==> config.mk <==
export PLATFORM = sky130hd
export DESIGN_NAME = instr_loader
export DESIGN_NICKNAME = d
export VERILOG_FILES = /design/src/rtl/instr_loader.sv
export SDC_FILE = /design/constraint.sdc
export NUM_CORES = 1
export LEC_CHECK = 0
export CORE_UTILIZATION = 25
export CTS_CLUSTER_SIZE = 28
export DETAILED_ROUTE_END_ITERATION = 16
export PLACE_DENSITY = 0.42
export SYNTH_ARGS = -nofsm -noshare
export SYNTH_HDL_FRONTEND = slang
export SYNTH_SLANG_ARGS = --single-unit
export TNS_END_PERCENT = 50
==> constraint.sdc <==
create_clock -name clk -period 2.35 [get_ports clk]
set_clock_uncertainty 0.15 [all_clocks]
set_input_delay 0.5875 -clock clk [delete_from_list [all_inputs] [get_ports clk]]
set_output_delay 0.5875 -clock clk [all_outputs]
set_load 0.02 [all_outputs]
==> src/rtl/instr_loader.sv <==
// rtl/instr_loader.sv - framed byte-stream loader that writes instruction memory
// and holds the CPU in reset until a frame with a good checksum has loaded.
module instr_loader #(
  parameter int ADDRESS_WIDTH = 8,
  parameter int DATA_WIDTH    = 32
) (
  input  logic                     clk,
  input  logic                     rst,
  input  logic [7:0]               in_data,
  input  logic                     in_valid,
  output logic                     in_ready,
  output logic                     wr_en,
  output logic [ADDRESS_WIDTH-1:0] wr_addr,
  output logic [DATA_WIDTH-1:0]    wr_data,
  output logic                     cpu_hold,
  output logic                     load_done,
  output logic                     load_err
);

  localparam logic [16:0] CAPACITY = 17'(1) << (ADDRESS_WIDTH - 2);
  localparam logic [7:0]  HEADER   = 8'hA5;

  typedef enum logic [2:0] {IDLE, LEN0, LEN1, DATA, CSUM} state_t;

  state_t      state;
  logic        booted;
  logic [7:0]  n_lo;
  logic [15:0] n_words;
  logic [15:0] k;
  logic [1:0]  lane;
  logic [7:0]  sum;
  logic [23:0] shift;
  logic [15:0] n_req;
  logic        accept;

  assign n_req  = {in_data, n_lo};
  assign accept = in_valid && in_ready;

  always_ff @(posedge clk or negedge rst) begin
    if (!rst) begin
      state     <= IDLE;
      booted    <= 1'b0;
      n_lo      <= '0;
      n_words   <= '0;
      k         <= '0;
      lane      <= '0;
      sum       <= '0;
      shift     <= '0;
      in_ready  <= 1'b0;
      wr_en     <= 1'b0;
      wr_addr   <= '0;
      wr_data   <= '0;
      cpu_hold  <= 1'b1;
      load_done <= 1'b0;
      load_err  <= 1'b0;
    end else begin
      in_ready  <= 1'b1;
      wr_en     <= 1'b0;
      load_done <= 1'b0;
      if (accept) begin
        case (state)
          IDLE: begin
            if (in_data == HEADER) begin
              state    <= LEN0;
              load_err <= 1'b0;
              booted   <= 1'b0;
              cpu_hold <= 1'b1;
            end
          end
          LEN0: begin
            n_lo  <= in_data;
            state <= LEN1;
          end
          LEN1: begin
            n_words <= n_req;
            k       <= '0;
            lane    <= '0;
            sum     <= '0;
            if ({1'b0, n_req} > CAPACITY) begin
              load_err <= 1'b1;
              state    <= IDLE;
            end else if (n_req == 16'd0) begin
              state <= CSUM;
            end else begin
              state <= DATA;
            end
          end
          DATA: begin
            // Bytes arrive LSB first, so each new byte enters at the top.
            shift <= {in_data, shift[23:8]};
            sum   <= sum + in_data;
            lane  <= lane + 2'd1;
            if (lane == 2'd3) begin
              wr_en   <= 1'b1;
              wr_addr <= {k[ADDRESS_WIDTH-3:0], 2'b00};
              wr_data <= {in_data, shift};
              k       <= k + 16'd1;
              if (k == n_words - 16'd1) state <= CSUM;
            end
          end
          CSUM: begin
            if (in_data == sum) begin
              booted    <= 1'b1;
              load_done <= 1'b1;
              cpu_hold  <= 1'b0;
            end else begin
              load_err <= 1'b1;
            end
            state <= IDLE;
          end
          default: state <= IDLE;
        endcase
      end
    end
  end

endmodule

# --- Word level (Yosys, flattened, before mapping) ---
# Index checks and enable logic that the tools add are counted.
totals:
  ff_bits: 120
  inputBits: 11
  out_inout_bits: 45
  word_cells: 71
op_classes:
  addsub: 4
  magnitude_cmp: 1
  eq_ne: 14
  muxes: 23
  n_reduce_logical: 15
ops:
  columns: ["op", "n"]
  rows:
  - ["one-hot mux 16 bit (2 select lines)", 1]
  - ["adder 16 x 1 -> 16 bit, second input constant", 1]
  - ["== test 16 bit", 1]
  - ["greater-than comparator 16 x 7 -> 1 bit, second input constant", 1]
  - ["logical NOT 16 bit", 1]
  - ["two-way mux 16 bit", 1]
  - ["one-hot mux 8 bit (2 select lines)", 1]
  - ["subtractor 16 x 1 -> 16 bit, second input constant", 1]
  - ["two-way mux 3 bit", 5]
  - ["!= test 2 bit, second input constant", 6]
  - ["one-hot mux 3 bit (4 select lines)", 1]
  - ["two-way mux 1 bit", 11]
  - ["adder 8 bit", 1]
  - ["== test 8 bit", 1]
  - ["== test 8 bit, second input constant", 1]
  - ["AND reduction 2 bit", 4]
  - ["AND reduction 4 bit", 2]
  - ["== test 3 x 2 -> 1 bit, second input constant", 2]
  - ["AND reduction 3 bit", 2]
  - ["AND reduction 5 bit", 1]
  - ["one-hot mux 2 bit (2 select lines)", 1]
  - ["nonzero test 2 bit", 2]
  - ["== test 3 x 1 -> 1 bit, second input constant", 1]
  - ["== test 3 bit, second input constant", 1]
  - ["other kinds (7)", 7]

# --- Depth between registers and ports, before layout ---
# Gate-level depths: netlist (run 1).
logic_depth:
  ltp_word: 5
  ltp_mapped: 11
  mapped_depth_nobuf: 9

# --- Least setup slack after synthesis (run 1) ---
# Ideal clock, no wire load.
synth_path:
  path_type: "flip-flop to flip-flop"
  startpoint: "reg n_words[0]"
  endpoint: "reg state[2]"
  setup_ps: 120
  t_arrival_ps: 2217
  required_ps: 2080
  slack_ps: -136
  stages_incl_launch_ff: 11
  path_buffers: 2
  synth_period_minus_slack_ps: 2486
  cell_sequence: "dfrtp_1 -> buf_2 -> inv_1 -> ha_1 -> buf_4 -> or4b_2 -> nor2_1 -> o22ai_1 -> o32ai_1 -> a211oi_2 -> a31o_1"
synth_via:
  elab_chain_cells: 4
synth_rtl:
  columns: ["item", "line_no", "rtl"]
  rows:
  - ["from (decl)", "28", "logic [15:0] n_words;"]
  - ["from (signal assigned)", "75", "n_words <= n_req;"]
  - ["subtractor 16 x 1 -> 16 bit", "98", "if (k == n_words - 16'd1) state <= CSUM;"]
  - ["== test 16 bit", "98", null]
  - ["!= test 2 bit (no line)", null, null]
  - ["AND reduction 4 bit (no line)", null, null]
  - ["to (signal assigned)", "98", null]
  - ["to (signal assigned)", "109", "state <= IDLE;"]
  - ["to (signal assigned)", "111", "default: state <= IDLE;"]
  - ["to (decl)", "25", "state_t state;"]
# No other way between the ends.
# A chain may end at the register's enable or synchronous reset.

# --- Worst setup path in the final report (run 1) ---
layout_path:
  startpoint: "reg n_words[1]"
  endpoint: "reg state[0]"
# Same word-level chain as after synthesis.

==> qor.txt, run 1 <==
CP Launch Type: flip-flop
Worst Hold Path EP: wr_addr[3]
fin crit period: 2.54 ns
Vias: 4376
max-cap violations: 0
total power: 10.5 mW
Die ar.: 0.0241 mm²
area of the core: 0.0228 mm²
number of distinct library cells after synthesis: 59
clock transition at the registers of the reported paths: 0.07 ns
first-pass GRT wire length: 24.8 mm
fin nets: 673
PD cells: 1290 mW/mm²
CTS tree: yes
Detail Route Antenna Nets: 0
Worst Path Max Fanout: 6
r2r worst-path depth: 10
initial antenna violation count: 0
Layout area overhead: 39.1%
failing checks: setup timing
final WL: 15.2 mm
status: complete, but fails checks
FILL cells: 2346
grt ovf: 0
Critical Path RT: 2.49 ns
number of I/O port buffers: 53
Sequential Power Share: 33.6%
Die Height: 155 µm
Post-synth EDFFs: 0
mean post-synth cell area: 11.3 µm²
main flop type after synthesis: dfrtp_1
FF-to-FF End: state[0]
worst-case clock buffer depth: 2
Net Sw Frac: 36.6%
CP Capture Type: flip-flop
Post-Syn Area: 0.00588 mm²
Slew Limit Fails: 0
Post-synth ARST share: 100%
Mapped Cells: 519
Peak VDD IR: 0.523 mV
Die Span X: 155 µm
Crit Path Category: flip-flop to flip-flop
initial detailed-routing violation count: 146
I/O Pins: 56
RR Startpoint: n_words[1]
Root Buffer: clkbuf_16
Final WS setup: -0.186 ns
unrepaired setup endpoints after global routing: yes
Hold Crit Start: wr_addr[3]
row cnt: 55
Clk pwr share: 24.9%
largest net degree at the start of global routing: 34
H-tree levels: 4
Ant. Diodes: 0
RePlAce Congestion: 0.848
Via density: 4.48
Comb power frac: 41.5%
endpoints failing setup: 3
NetSw: 3.85 mW
DRC Markers: 0
post-synthesis sequential area ratio: 51.1%
Skew-Pair Late Insertion Delay: 0.42 ns
FMAX: 394 MHz
WL/cell: 15.6 µm
Lkg Pwr: 3.64 nW
1st-pass router iterations: 4
layout cells sized above 1: 35.2%
post-DP HPWL: 10.9 mm
endpoints failing hold: 0
CTS Buf Count: 17
worst min path class: flip-flop to flip-flop
Tightest Pin Transition: 0.582 ns
CTS Sinks: 120
vias in the first global route: 4681
reg2reg setup slack: -0.19 ns
hold depth: 2
Final Cycle Share: 108%
normalized max-slew margin: 60.8%
initial core utilization: 25.7%
GRT Total Usage: 13.4%
Synth Register Bits: 120
critical path arrival: 2.67 ns
Hold Worst Slack: 0.337 ns
Power Internal: 6.67 mW
synth warn: 0
[routing by layer]
metal	wire length, µm	global-route usage, %	share of wire, %	up-vias
met5	0	0	0	-
met4	158	3.92	1.0	0
met3	625	3.79	4.1	14
met2	7340	22.4	48	65
met1	7070	16.9	47	2180
li1	-	-	-	2117
[Yosys cell counts (5+ instances only)]
library cell	number	area share (%)
nor3_1	13	1.1
nand3_1	15	1.3
clkbuf_1	16	1.0
buf_2	6	0.51
xor2_1	22	3.3
o21ai_0	22	1.9
nand2_1	43	2.7
a21o_1	5	0.64
mux2_2	79	15
a21oi_1	11	0.94
dfrtp_1	119	51
buf_1	5	0.32
nand4_1	10	1.1
inv_1	9	0.57
ha_1	10	2.1
nor2_1	32	2.0
xnor2_1	16	2.4
[cell families after synthesis]
group | after synthesis | share of synthesized area (%)
adder cells (fa/ha/maj) | 11 | 2.47
other | 2 | 0.128
multiplexers | 81 | 15.5
buffers and inverters | 41 | 3.19
AND/OR/NAND/NOR | 154 | 13.9
flip-flops | 120 | 51.1
XOR/XNOR | 38 | 5.66
AO/OA/AOI/OAI | 72 | 8.15
[layout make-up]
cell class              count  area [µm²]  share of cell area [%]
clock inverters            15         174                    2.13
repair buffers            144        1330                    16.2
multi-input cells         359        2830                    34.5
inverters                   9        33.8                   0.413
flip-flops and latches    120        3000                    36.7
well taps                 313         392                    4.79
clock buffers              17         425                    5.20
[flip-flops by register name (all words and copies together), names as in the netlist]
register,count
cpu_hold,1
in_ready,1
k,16
lane,2
load_done,1
load_err,1
n_lo,8
n_words,16
shift,24
state,3
sum,8
wr_addr,6
wr_data,32
wr_en,1
[power by group through the flow]
stage / combinational [mW] / sequential, mW / clock, mW
2_1_floorplan: 2.13 / 3.77 / 0
3_3_place_gp: 4.11 / 3.54 / 0
3_5_place_dp: 4.16 / 3.57 / 0
4_1_cts: 4.36 / 3.55 / 2.70
5_1_grt: 4.76 / 3.67 / 2.80
6_report: 4.37 / 3.53 / 2.62
[what timing repair did]
| item | in CTS | in global routing |
|---|---|---|
| endpoints found under the hold margin | 30 | 0 |
| setup buffers | 3 | 1 |
| resized for setup | 21 | 5 |
| setup endpoints to repair | 7 | 7 |
| hold buffers | 1 | 0 |
| pin swaps | 9 | 8 |
[through the flow]
step                cells  setup slack [ns]  TNS [ns]  cell area (µm²)  utilization, %
CTS                   976            -0.219    -0.616             8160            35.7
detailed placement    940            -0.684    -14.05             7430            32.5
global route          977            -0.313    -0.978             8180            35.8
finish                977            -0.186    -0.493             8180            35.8
global placement      940            -0.678    -13.60             7430            32.5
floorplan             520           0.00236         0             5910               -
[cell usage in the layout (no fill, tap or decap), types with 5 or more instances in the layout]
master,count
buf_12,9
nand2_1,43
xnor2_1,15
nor3_1,11
inv_6,5
clkbuf_16,17
xor2_1,22
inv_8,5
nor2_1,30
buf_4,81
mux2_2,79
inv_1,8
a21o_1,5
clkdlybuf4s50_1,50
nand4_1,10
o21ai_0,22
ha_1,8
dfrtp_1,119
nand3_1,14
a21oi_1,9
[how the worst max path moves through the flow]
| stage | start | to | slack [ns] | cells after the start |
|---|---|---|---|---|
| finish | n_words[1] | state[0] | -0.19 | 10 |
| global route | n_words[5] | state[0] | -0.31 | 9 |
| CTS | n_words[8] | state[0] | -0.22 | 9 |
| detailed placement | in_data[0] | sum[7] | -0.68 | 9 |
| global placement | in_data[0] | sum[6] | -0.68 | 9 |
| floorplan | n_words[0] | state[2] | 0.002 | 11 |
[worst max-delay path: stages, from the launching register on]
cell and delay, ns:
dfrtp_1 0.40, inv_2 0.07, ha_4 0.19, o21bai_2 0.23
a211oi_2 0.28, nor2_1 0.07, o31ai_1 0.27, nand4_1 0.20
a211oi_2 0.28, buf_4 0.17, o22ai_2 0.09
Power figures use the tool's default switching activity.
==> run 2: changes to the inputs <==
--- a/config.mk
+++ b/config.mk
@@ -5,10 +5,11 @@
 export SDC_FILE = /design/constraint.sdc
 export NUM_CORES = 1
 export LEC_CHECK = 0
-export CORE_UTILIZATION = 25
+export CORE_UTILIZATION = 35
 export CTS_CLUSTER_SIZE = 28
 export DETAILED_ROUTE_END_ITERATION = 16
-export PLACE_DENSITY = 0.42
+export PLACE_DENSITY = 0.54
+export SLEW_MARGIN = 20
 export SYNTH_ARGS = -nofsm -noshare
 export SYNTH_HDL_FRONTEND = slang
 export SYNTH_SLANG_ARGS = --single-unit
==> run 2 against run 1 <==
The run still ends with setup timing left. Maximum frequency down 2.2%. Die area down 28%. Combinational power down 2%. Global-route usage up 4.1 points. Critical path type unchanged. Critical path depth down 2. Register-to-register slack worse by 0.06 ns. Worst setup slack worse by 0.058 ns. Sequential power about the same. Via count up 0.66%.
==> qor.txt, run 2 (synthesized netlist as in run 1, its figures left out) <==
1st-pass router iterations: 4 (unchanged)
Lkg Pwr: 3.60 nW (was 3.64 nW)
Regs by FF count: wr_data (32), shift (24) (unchanged)
initial core utilization: 35.7% (was 25.7%)
FF-to-FF End: state[2] (was state[0])
RePlAce Congestion: 0.854 (was 0.848)
DRC Markers: 0 (unchanged)
initial antenna violation count: 0 (unchanged)
Detail Route Antenna Nets: 0 (unchanged)
Peak VDD IR: 0.738 mV (was 0.523 mV)
fin nets: 672 (was 673)
cell area after layout: 0.00797 mm² (was 0.00818 mm²)
most common cell after layout, fill and taps aside: dfrtp_1 (unchanged)
failing checks: setup timing (unchanged)
Die Height: 132 µm (was 155 µm)
Worst Path Max Fanout: 3 (was 6)
CP Cell Sequence: or3_4, buf_4, or4_4, a311oi_2, o32ai_1, a211oi_2, buf_4, a31o_1 (was inv_2, ha_4, o21bai_2, a211oi_2, nor2_1, o31ai_1, nand4_1, a211oi_2, buf_4, o22ai_2)
PD cells: 1320 mW/mm² (was 1290 mW/mm²)
WL/cell: 16.2 µm (was 15.6 µm)
Vias: 4405 (was 4376)
CTS Sinks: 120 (unchanged)
Final WS setup: -0.244 ns (was -0.186 ns)
clock transition at the registers of the reported paths: 0.06 ns (was 0.07 ns)
most frequent cells in the layout: dfrtp_1 (118), buf_4 (86), mux2_2 (79) (was dfrtp_1 (119), buf_4 (81), mux2_2 (79))
Layout area overhead: 35.6% (was 39.1%)
critical path arrival: 2.80 ns (was 2.67 ns)
fin crit period: 2.59 ns (was 2.54 ns)
hold depth: 2 (unchanged)
GRT Total Usage: 17.6% (was 13.4%)
r2r worst-path depth: 8 (was 10)
Critical path origin: n_words[2] (was n_words[1])
first-pass GRT wire length: 23.6 mm (was 24.8 mm)
CP Capture Type: flip-flop (unchanged)
total power: 10.5 mW (about the same)
reg2reg setup slack: -0.24 ns (was -0.19 ns)
Top delay family on crit path: simple AND/OR/NAND/NOR gates (was compound AO/OA/AOI/OAI gates)
Tightest Pin Transition: 0.543 ns (was 0.582 ns)
RR Startpoint: n_words[2] (was n_words[1])
Biggest register: wr_data (unchanged)
DP Area: 0.00724 mm² (was 0.00743 mm²)
Skew-Pair Late Insertion Delay: 0.42 ns (about the same)
Critical Path RT: 2.55 ns (was 2.49 ns)
Die ar.: 0.0173 mm² (was 0.0241 mm²)
placed insts: 846 (was 940)
Ant. Diodes: 0 (unchanged)
Slew Limit Fails: 0 (unchanged)
endpoints failing hold: 0 (unchanged)
Crit Path Category: flip-flop to flip-flop (unchanged)
Root Buffer: clkbuf_16 (unchanged)
Hold Crit Start: wr_addr[3] (unchanged)
Final Cycle Share: 110% (was 108%)
vias in the first global route: 4534 (was 4681)
initial detailed-routing violation count: 190 (was 146)
worst-case clock buffer depth: 2 (unchanged)
Die Span X: 132 µm (was 155 µm)
Via density: 4.99 (was 4.48)
endpoints failing setup: 4 (was 3)
final WL: 14.3 mm (was 15.2 mm)
FMAX: 385 MHz (was 394 MHz)
number of I/O port buffers: 53 (unchanged)
unrepaired setup endpoints after global routing: yes (unchanged)
CP max stage delay: 0.52 ns (was 0.40 ns)
Buffers & Inverters on Critical Path: 2 (unchanged)
max reg flops: 32 (unchanged)
pre-CTS setup slack: -0.624 ns (was -0.684 ns)
slowest CP cell: or4_4 (was dfrtp_1)
H-tree levels: 4 (unchanged)
normalized max-slew margin: 63.5% (was 60.8%)
status: complete, but fails checks (unchanged)
Worst Hold Path EP: wr_addr[3] (unchanged)
worst min path class: flip-flop to flip-flop (unchanged)
CP Launch Type: flip-flop (unchanged)
grt ovf: 0 (unchanged)
max-cap violations: 0 (unchanged)
post-DP HPWL: 10.4 mm (was 10.9 mm)
layout cells sized above 1: 34.1% (was 35.2%)
largest net degree at the start of global routing: 52 (was 34)
CTS tree: yes (unchanged)
I/O Pins: 56 (unchanged)
row cnt: 47 (was 55)
CTS Buf Count: 17 (unchanged)
area of the core: 0.0165 mm² (was 0.0228 mm²)
most frequent CP cell: buf_4 (was a211oi_2)
Final Non-Filler Cells: 883 (was 977)
run 2: changes by cell type in the layout (fill, tap and decap cells not counted), sizes merged:
| cell | delta |
|---|---|
| clkbuf | +2 |
| buf | -1 |
| clkdlybuf4s50 | -2 |
| bufinv | +3 |
| clkinvlp | +2 |
| dlymetal6s2s | +2 |
| inv | -7 |
run 2: per-stage QoR:
stage          hold WS, ns  setup TNS (ns)  utilization [%]
2_1_floorplan        0.142               0                -
3_3_place_gp         0.316          -15.27             44.0
3_5_place_dp         0.329          -14.99             44.0
4_1_cts              0.345          -0.586             48.0
5_1_grt              0.367          -0.753             48.4
6_report             0.338          -0.717             48.4
run 2: worst max path at each step:
stage	to	slack, ns	cells past startpoint
2_1_floorplan	state[2]	0.002	11
3_3_place_gp	sum[6]	-0.62	9
3_5_place_dp	sum[6]	-0.62	9
4_1_cts	state[2]	-0.21	8
5_1_grt	state[2]	-0.27	8
6_report	state[2]	-0.24	8
run 2: area by class of cell:
cell class,count,area [µm²]
tap,220,275
inverter,9,33.8
sequential,120,3010
fill,1499,8490
clock buffer,19,433
clock inverter,13,171
multi-input combinational,359,2800
timing repair buffer,143,1260
run 2: metal layers:
layer  share of wire (%)  GRT usage (%)
met3                 3.1           4.55
met1                  45           21.5
met5                   0              0
met4                 1.7           6.72
met2                  50           29.6
run 2: power by group:
part | switching (mW) | internal (mW)
sequential | 0.639 | 2.91
combinational | 1.99 | 2.29
clock | 0.981 | 1.68
total | 3.61 | 6.87
run 2: timing repair:
action / in CTS / in global routing
setup endpoints to repair: 6 / 6
hold buffers: 1 / 0
gates resized for setup: 12 / 10
pin swaps: 7 / 5
setup buffers: 1 / 3
endpoints found under the hold margin: 24 / 0
run 2: worst reg2reg max path: stages, from the launching register on:
cell,delay [ns]
dfrtp_1,0.37
or3_4,0.40
buf_4,0.16
or4_4,0.52
a311oi_2,0.25
o32ai_1,0.14
a211oi_2,0.23
buf_4,0.18
a31o_1,0.15
